--- config.mk ---
export PLATFORM = sky130hd
export DESIGN_NAME = branch_predictor_bht
export DESIGN_NICKNAME = d
export VERILOG_FILES = /design/src/rtl/branch_predictor_bht.sv
export SDC_FILE = /design/constraint.sdc
export NUM_CORES = 2
export LEC_CHECK = 0
export ABC_CLOCK_PERIOD_IN_PS = 51700
export CORE_MARGIN = 8
export CORE_UTILIZATION = 48
export DETAILED_ROUTE_END_ITERATION = 12
export GPL_TIMING_DRIVEN = 1
export REMOVE_ABC_BUFFERS = 1
export SLEW_MARGIN = 10
export SYNTH_ARGS = -nofsm -noshare
export SYNTH_HDL_FRONTEND = slang
export SYNTH_SLANG_ARGS = --single-unit
--- constraint.sdc ---
create_clock -name clk -period 51.7 [get_ports clk]
set_input_delay 10.34 -clock clk [delete_from_list [all_inputs] [get_ports clk]]
set_output_delay 10.34 -clock clk [all_outputs]
set_load 0.01 [all_outputs]
--- src/rtl/branch_predictor_bht.sv ---
// -----------------------------------------------------------------------------
// branch_predictor_bht
//
// Direct-mapped branch history table. Each entry holds a 2-bit saturating
// counter, a valid bit, a PC tag and a taken-target address. The fetch stage
// looks up the table combinationally. The execute stage trains it with
// resolved branches.
//
// Parameters
//   INDEX_BITS  log2 of the number of table entries (default 16 entries)
//   B_TYPE      branch major opcode, compared against inst[6:2]
//
// Ports
//   clk, rst          clock; asynchronous active-high reset
//   pcF, instF        fetch-stage PC and instruction (lookup side)
//   upd_valid         execute stage presents a resolved branch this cycle
//   upd_pc            PC of the resolved branch
//   upd_taken         actual outcome of the resolved branch
//   upd_target        actual taken target of the resolved branch
//   predict_fail      mispredict flush; suppresses any taken prediction
//   pred_taken        fetch-stage taken prediction
//   pred_target       predicted next PC (stored target, or pcF+4)
//   pcmux_sel_F       PC-mux select (same as pred_taken)
//
// Optional feature (macro BP_STATS_EN)
//   branch_cnt        number of edges with upd_valid=1 (wraps)
//   mispredict_cnt    number of edges with predict_fail=1 (wraps)
// -----------------------------------------------------------------------------
module branch_predictor_bht #(
    parameter int         INDEX_BITS = 4,
    parameter logic [4:0] B_TYPE     = 5'b11000
) (
    input  logic        clk,
    input  logic        rst,
    input  logic [31:0] pcF,
    input  logic [31:0] instF,
    input  logic        upd_valid,
    input  logic [31:0] upd_pc,
    input  logic        upd_taken,
    input  logic [31:0] upd_target,
    input  logic        predict_fail,
    output logic        pred_taken,
    output logic [31:0] pred_target,
    output logic        pcmux_sel_F
`ifdef BP_STATS_EN
    ,
    output logic [31:0] branch_cnt,
    output logic [31:0] mispredict_cnt
`endif
);

    localparam int ENTRIES = 1 << INDEX_BITS;
    localparam int TAG_W   = 32 - INDEX_BITS - 2;

    logic [1:0]       ctr_q    [ENTRIES];
    logic [1:0]       ctr_d    [ENTRIES];
    logic             valid_q  [ENTRIES];
    logic             valid_d  [ENTRIES];
    logic [TAG_W-1:0] tag_q    [ENTRIES];
    logic [TAG_W-1:0] tag_d    [ENTRIES];
    logic [31:0]      target_q [ENTRIES];
    logic [31:0]      target_d [ENTRIES];

    logic [INDEX_BITS-1:0] lkp_idx;
    logic [TAG_W-1:0]      lkp_tag;
    logic [INDEX_BITS-1:0] upd_idx;
    logic [TAG_W-1:0]      upd_tag;
    logic                  lkp_hit;
    logic                  is_branch;

    assign lkp_idx = pcF[INDEX_BITS+1:2];
    assign lkp_tag = pcF[31:INDEX_BITS+2];
    assign upd_idx = upd_pc[INDEX_BITS+1:2];
    assign upd_tag = upd_pc[31:INDEX_BITS+2];

    // Byte-offset bits and non-opcode instruction bits play no role in the
    // lookup; fold them into a sink so their disuse is explicit.
    logic unused_bits;
    assign unused_bits = ^{pcF[1:0], upd_pc[1:0], instF[31:7], instF[1:0]};

    // ---------------------------------------------------------------- lookup
    // The lookup reads the registered table, so an update landing on the
    // same index in the same cycle is only seen from the next cycle on.
    assign is_branch = (instF[6:2] == B_TYPE);
    assign lkp_hit   = valid_q[lkp_idx] && (tag_q[lkp_idx] == lkp_tag);

    always_comb begin
        pred_taken  = 1'b0;
        pred_target = pcF + 32'd4;
        if (!rst && is_branch && lkp_hit && ctr_q[lkp_idx][1] && !predict_fail) begin
            pred_taken  = 1'b1;
            pred_target = target_q[lkp_idx];
        end
    end

    assign pcmux_sel_F = pred_taken;

    // ---------------------------------------------------------------- update
    always_comb begin
        ctr_d    = ctr_q;
        valid_d  = valid_q;
        tag_d    = tag_q;
        target_d = target_q;
        if (upd_valid) begin
            if (upd_taken) begin
                // A taken branch claims the entry. If another branch owned
                // it, start fresh at weakly taken instead of inheriting the
                // previous owner's history.
                if (tag_q[upd_idx] != upd_tag) begin
                    ctr_d[upd_idx] = 2'd2;
                end else if (ctr_q[upd_idx] != 2'd3) begin
                    ctr_d[upd_idx] = ctr_q[upd_idx] + 2'd1;
                end
                valid_d[upd_idx]  = 1'b1;
                tag_d[upd_idx]    = upd_tag;
                target_d[upd_idx] = upd_target;
            end else if (ctr_q[upd_idx] != 2'd0) begin
                // Not-taken only trains the counter; tag and target stay.
                ctr_d[upd_idx] = ctr_q[upd_idx] - 2'd1;
            end
        end
    end

    generate
        for (genvar gi = 0; gi < ENTRIES; gi++) begin : g_entry
            always_ff @(posedge clk or posedge rst) begin
                if (rst) begin
                    ctr_q[gi]    <= 2'd1;
                    valid_q[gi]  <= 1'b0;
                    tag_q[gi]    <= '0;
                    target_q[gi] <= '0;
                end else begin
                    ctr_q[gi]    <= ctr_d[gi];
                    valid_q[gi]  <= valid_d[gi];
                    tag_q[gi]    <= tag_d[gi];
                    target_q[gi] <= target_d[gi];
                end
            end
        end
    endgenerate

`ifdef BP_STATS_EN
    // ------------------------------------------------------------ statistics
    logic [31:0] branch_cnt_q;
    logic [31:0] branch_cnt_d;
    logic [31:0] mispredict_cnt_q;
    logic [31:0] mispredict_cnt_d;

    always_comb begin
        branch_cnt_d     = branch_cnt_q + {31'd0, upd_valid};
        mispredict_cnt_d = mispredict_cnt_q + {31'd0, predict_fail};
    end

    always_ff @(posedge clk or posedge rst) begin
        if (rst) begin
            branch_cnt_q     <= '0;
            mispredict_cnt_q <= '0;
        end else begin
            branch_cnt_q     <= branch_cnt_d;
            mispredict_cnt_q <= mispredict_cnt_d;
        end
    end

    assign branch_cnt     = branch_cnt_q;
    assign mispredict_cnt = mispredict_cnt_q;
`endif

endmodule

==> reports/results.txt <==
Initial Utilization: 48.2%
Setup_tns: 0 ps
Synth cell types: 68
Number of global-route vias before repair: 32200
Seq cells post-synth: 976
Setup-failing EPs final: 0
DR vias: 29300
Yosys top cell area share: 49.3%
Post-CTS setup buffers: 0
CP endpoint kind: output port
Worst slew pin tran: 1220 ps
Largest net degree at the start of global routing: 118
Met3 routed wirelength: 9660 um
Tcrit/Tclk final: 49.8%
Post-synth EDFFs: 0
Die area: 0.112 mm^2
Total grt overflow: 0
Clk sinks: 976
WP data arrival: 15390 ps
Crit-path max FO: 69
Synth area leaders: dfrtp_1 49%, mux2_2 22%, mux4_2 17%
Reg clk slew, reported paths: 60 ps
Startpoint types: primary input
Initial antenna violation count: 17
CTS resizes: 0
Final Cell Area: 0.0546 mm^2
DR top layer: met5
Gpl congestion: 0.876
Static Leak: 23.3 nW
Height of the die: 335 um
Clock skew: 31.6 ps
CP Class: in2out
All-layer global routing usage: 25.4%
Clk buf depth: 3
Floorplan row count: 117
Drt wl/cell: 30.7 um
Crit path required time: 41360 ps
# fillers: 8146
Main synth FF type: dfrtp_1
CTS tree: done
Max_slew headroom: 18.2%
Layout cell share with drive strength beyond 1: 50.5%
Synth warnings: 0
DP Wirelength: 83600 um
Vias per inst: 6.35
CTS Buf Count: 106
Final Hold Viols: 0
Register area share after synthesis: 50.2%
Clock latency on the worst-skew pair: 690 ps
First-pass GRT wire length: 214000 um
Detailed-router iteration count before antenna repair: 7
Top Ports: 167
Max cap viols: 0
Worst min-delay path class: reg2reg
Syn Inst Count: 3141
Synth async-reset ratio: 100%
Hold_buf cts: 0
CORE AREA: 0.101 mm^2
Iter 0 DRT Violations: 2379
Die Width: 335 um
Mean Syn Cell Area: 15.5 um^2
Detailed-route wire length: 142000 um
Met2 Wirelength: 67600 um
Post-synth top area cell: dfrtp_1
Area grow syn2layout: 12.1%
RSZ-0062 raised after global routing: false
Status: finished clean
Root Buffer: clkbuf_16
Met1 wire length: 60600 um
Worst IR Drop VDD: 0.0274 mV
Syn Std Cell Area: 0.0487 mm^2
Slew Viols, Final: 0
Post-route minimum period: 25730 ps
Port bufs: 137
Nets: 3296
DRC violations left: 0
Pwr/cell area: 39.7 mW/mm^2
F_max: 38.9 MHz
DP Area: 0.0512 mm^2
H-tree levels: 3
Detail Route Antenna Nets: 0
sequential cells by signal, indices dropped and copies added (netlist names):
name      cells
target_q    512
tag_q       416
valid_q      16
ctr_q        32
metal layers:
metal	up-vias	GRT usage (%)
met1	16100	34.4
met4	14	6.89
li1	12000	-
met3	259	6.36
met5	-	0
met2	954	40.8
metrics by stage:
stage	setup WS, ps	util [%]	power, W	hold slack (ps)	cells
6_report	25970	54.0	0.00217	466	4616
5_1_grt	25620	54.0	0.00227	477	4607
4_1_cts	25890	53.9	0.00219	469	4605
3_5_place_dp	25890	50.6	0.00144	456	4419
3_3_place_gp	25880	50.6	0.00141	452	4419
2_1_floorplan	7630	-	0.00130	435	2856
kinds of logic (layout without fill, tap and decap cells):
logic type / count (synthesis) / count (layout) / synth area share (%)
flip-flops: 976 / 976 / 50.2
multiplexers: 1404 / 1404 / 41.1
other: 0 / 10 / 0
AO/OA/AOI/OAI: 142 / 142 / 2.11
XOR/XNOR: 73 / 73 / 1.31
adder cells (fa/ha/maj): 3 / 3 / 0.0771
AND/OR/NAND/NOR: 234 / 234 / 2.56
buffers and inverters: 309 / 406 / 2.70
power by group:
group	leakage [nW]	switching [W]	total [W]	internal, W
registers	12.4	0.0000932	0.00101	0.000919
logic	9.19	0.000168	0.000420	0.000252
clock network	1.68	0.000312	0.000737	0.000425
synth_stat cells, types with 12 or more instances:
master	instances
dfstp_2	16
o21ai_0	39
and3_1	13
clkbuf_1	178
mux2_2	969
buf_2	37
nand2_1	60
a22oi_1	23
nor3_1	16
xor2_1	19
dfrtp_1	960
nand4_1	17
nor2_1	33
nand3_1	34
or2_2	14
mux4_2	373
inv_1	22
xnor2_1	54
a22o_1	12
buf_1	54
mux2i_1	54
cell usage in the layout, fill, tap and decap left out, drive strengths merged, types with 16 or more instances in the layout:
| cell | Yosys | final |
|---|---|---|
| xor2 | 19 | 19 |
| o21ai | 47 | 47 |
| clkbuf | 179 | 160 |
| buf | 106 | 65 |
| clkdlybuf4s50 | 0 | 131 |
| inv | 23 | 24 |
| mux4 | 377 | 377 |
| dfrtp | 960 | 960 |
| nand2 | 60 | 60 |
| nor2 | 33 | 33 |
| nor3 | 16 | 16 |
| mux2i | 54 | 54 |
| dfstp | 16 | 16 |
| xnor2 | 54 | 54 |
| nand3 | 35 | 35 |
| mux2 | 973 | 973 |
| clkinv | 1 | 25 |
| nand4 | 18 | 18 |
| a22oi | 23 | 23 |
cell type report:
class | count | area, um^2 | area share [%]
Clock inverter | 26 | 221 | 0.406
Antenna cell | 10 | 25.0 | 0.0458
Tap cell | 1368 | 1710 | 3.13
Sequential cell | 976 | 24400 | 44.8
Multi-Input combinational cell | 1856 | 23100 | 42.3
Inverter | 24 | 97.6 | 0.179
Timing Repair Buffer | 196 | 1850 | 3.40
Clock buffer | 160 | 3170 | 5.80
critical path, stage by stage:
cell,delay [ps]
buf_8,470
buf_4,730
buf_4,690
ha_1,310
nand3_1,280
nor2_1,440
nand4_1,460
nand2b_1,320
xnor2_1,460
mux2_2,270
clkdlybuf4s50_1,530
path summary, 6_finish.rpt:
path | from | end | slack [ps] | depth (start not counted)
worst min-delay path | valid_q[15] | valid_q[15] | 470 | 1
worst max register to register | tag_q[293] | ctr_q[1] | 47800 | 9
max in group asynchronous | rst | target_q[410] | 38180 | 5
worst min register to register | valid_q[15] | valid_q[15] | 470 | 1
min in group asynchronous | rst | target_q[160] | 10150 | 2
worst max-delay path | pcF[3] | pred_target[26] | 25970 | 11
Power figures use the tool's default switching activity.
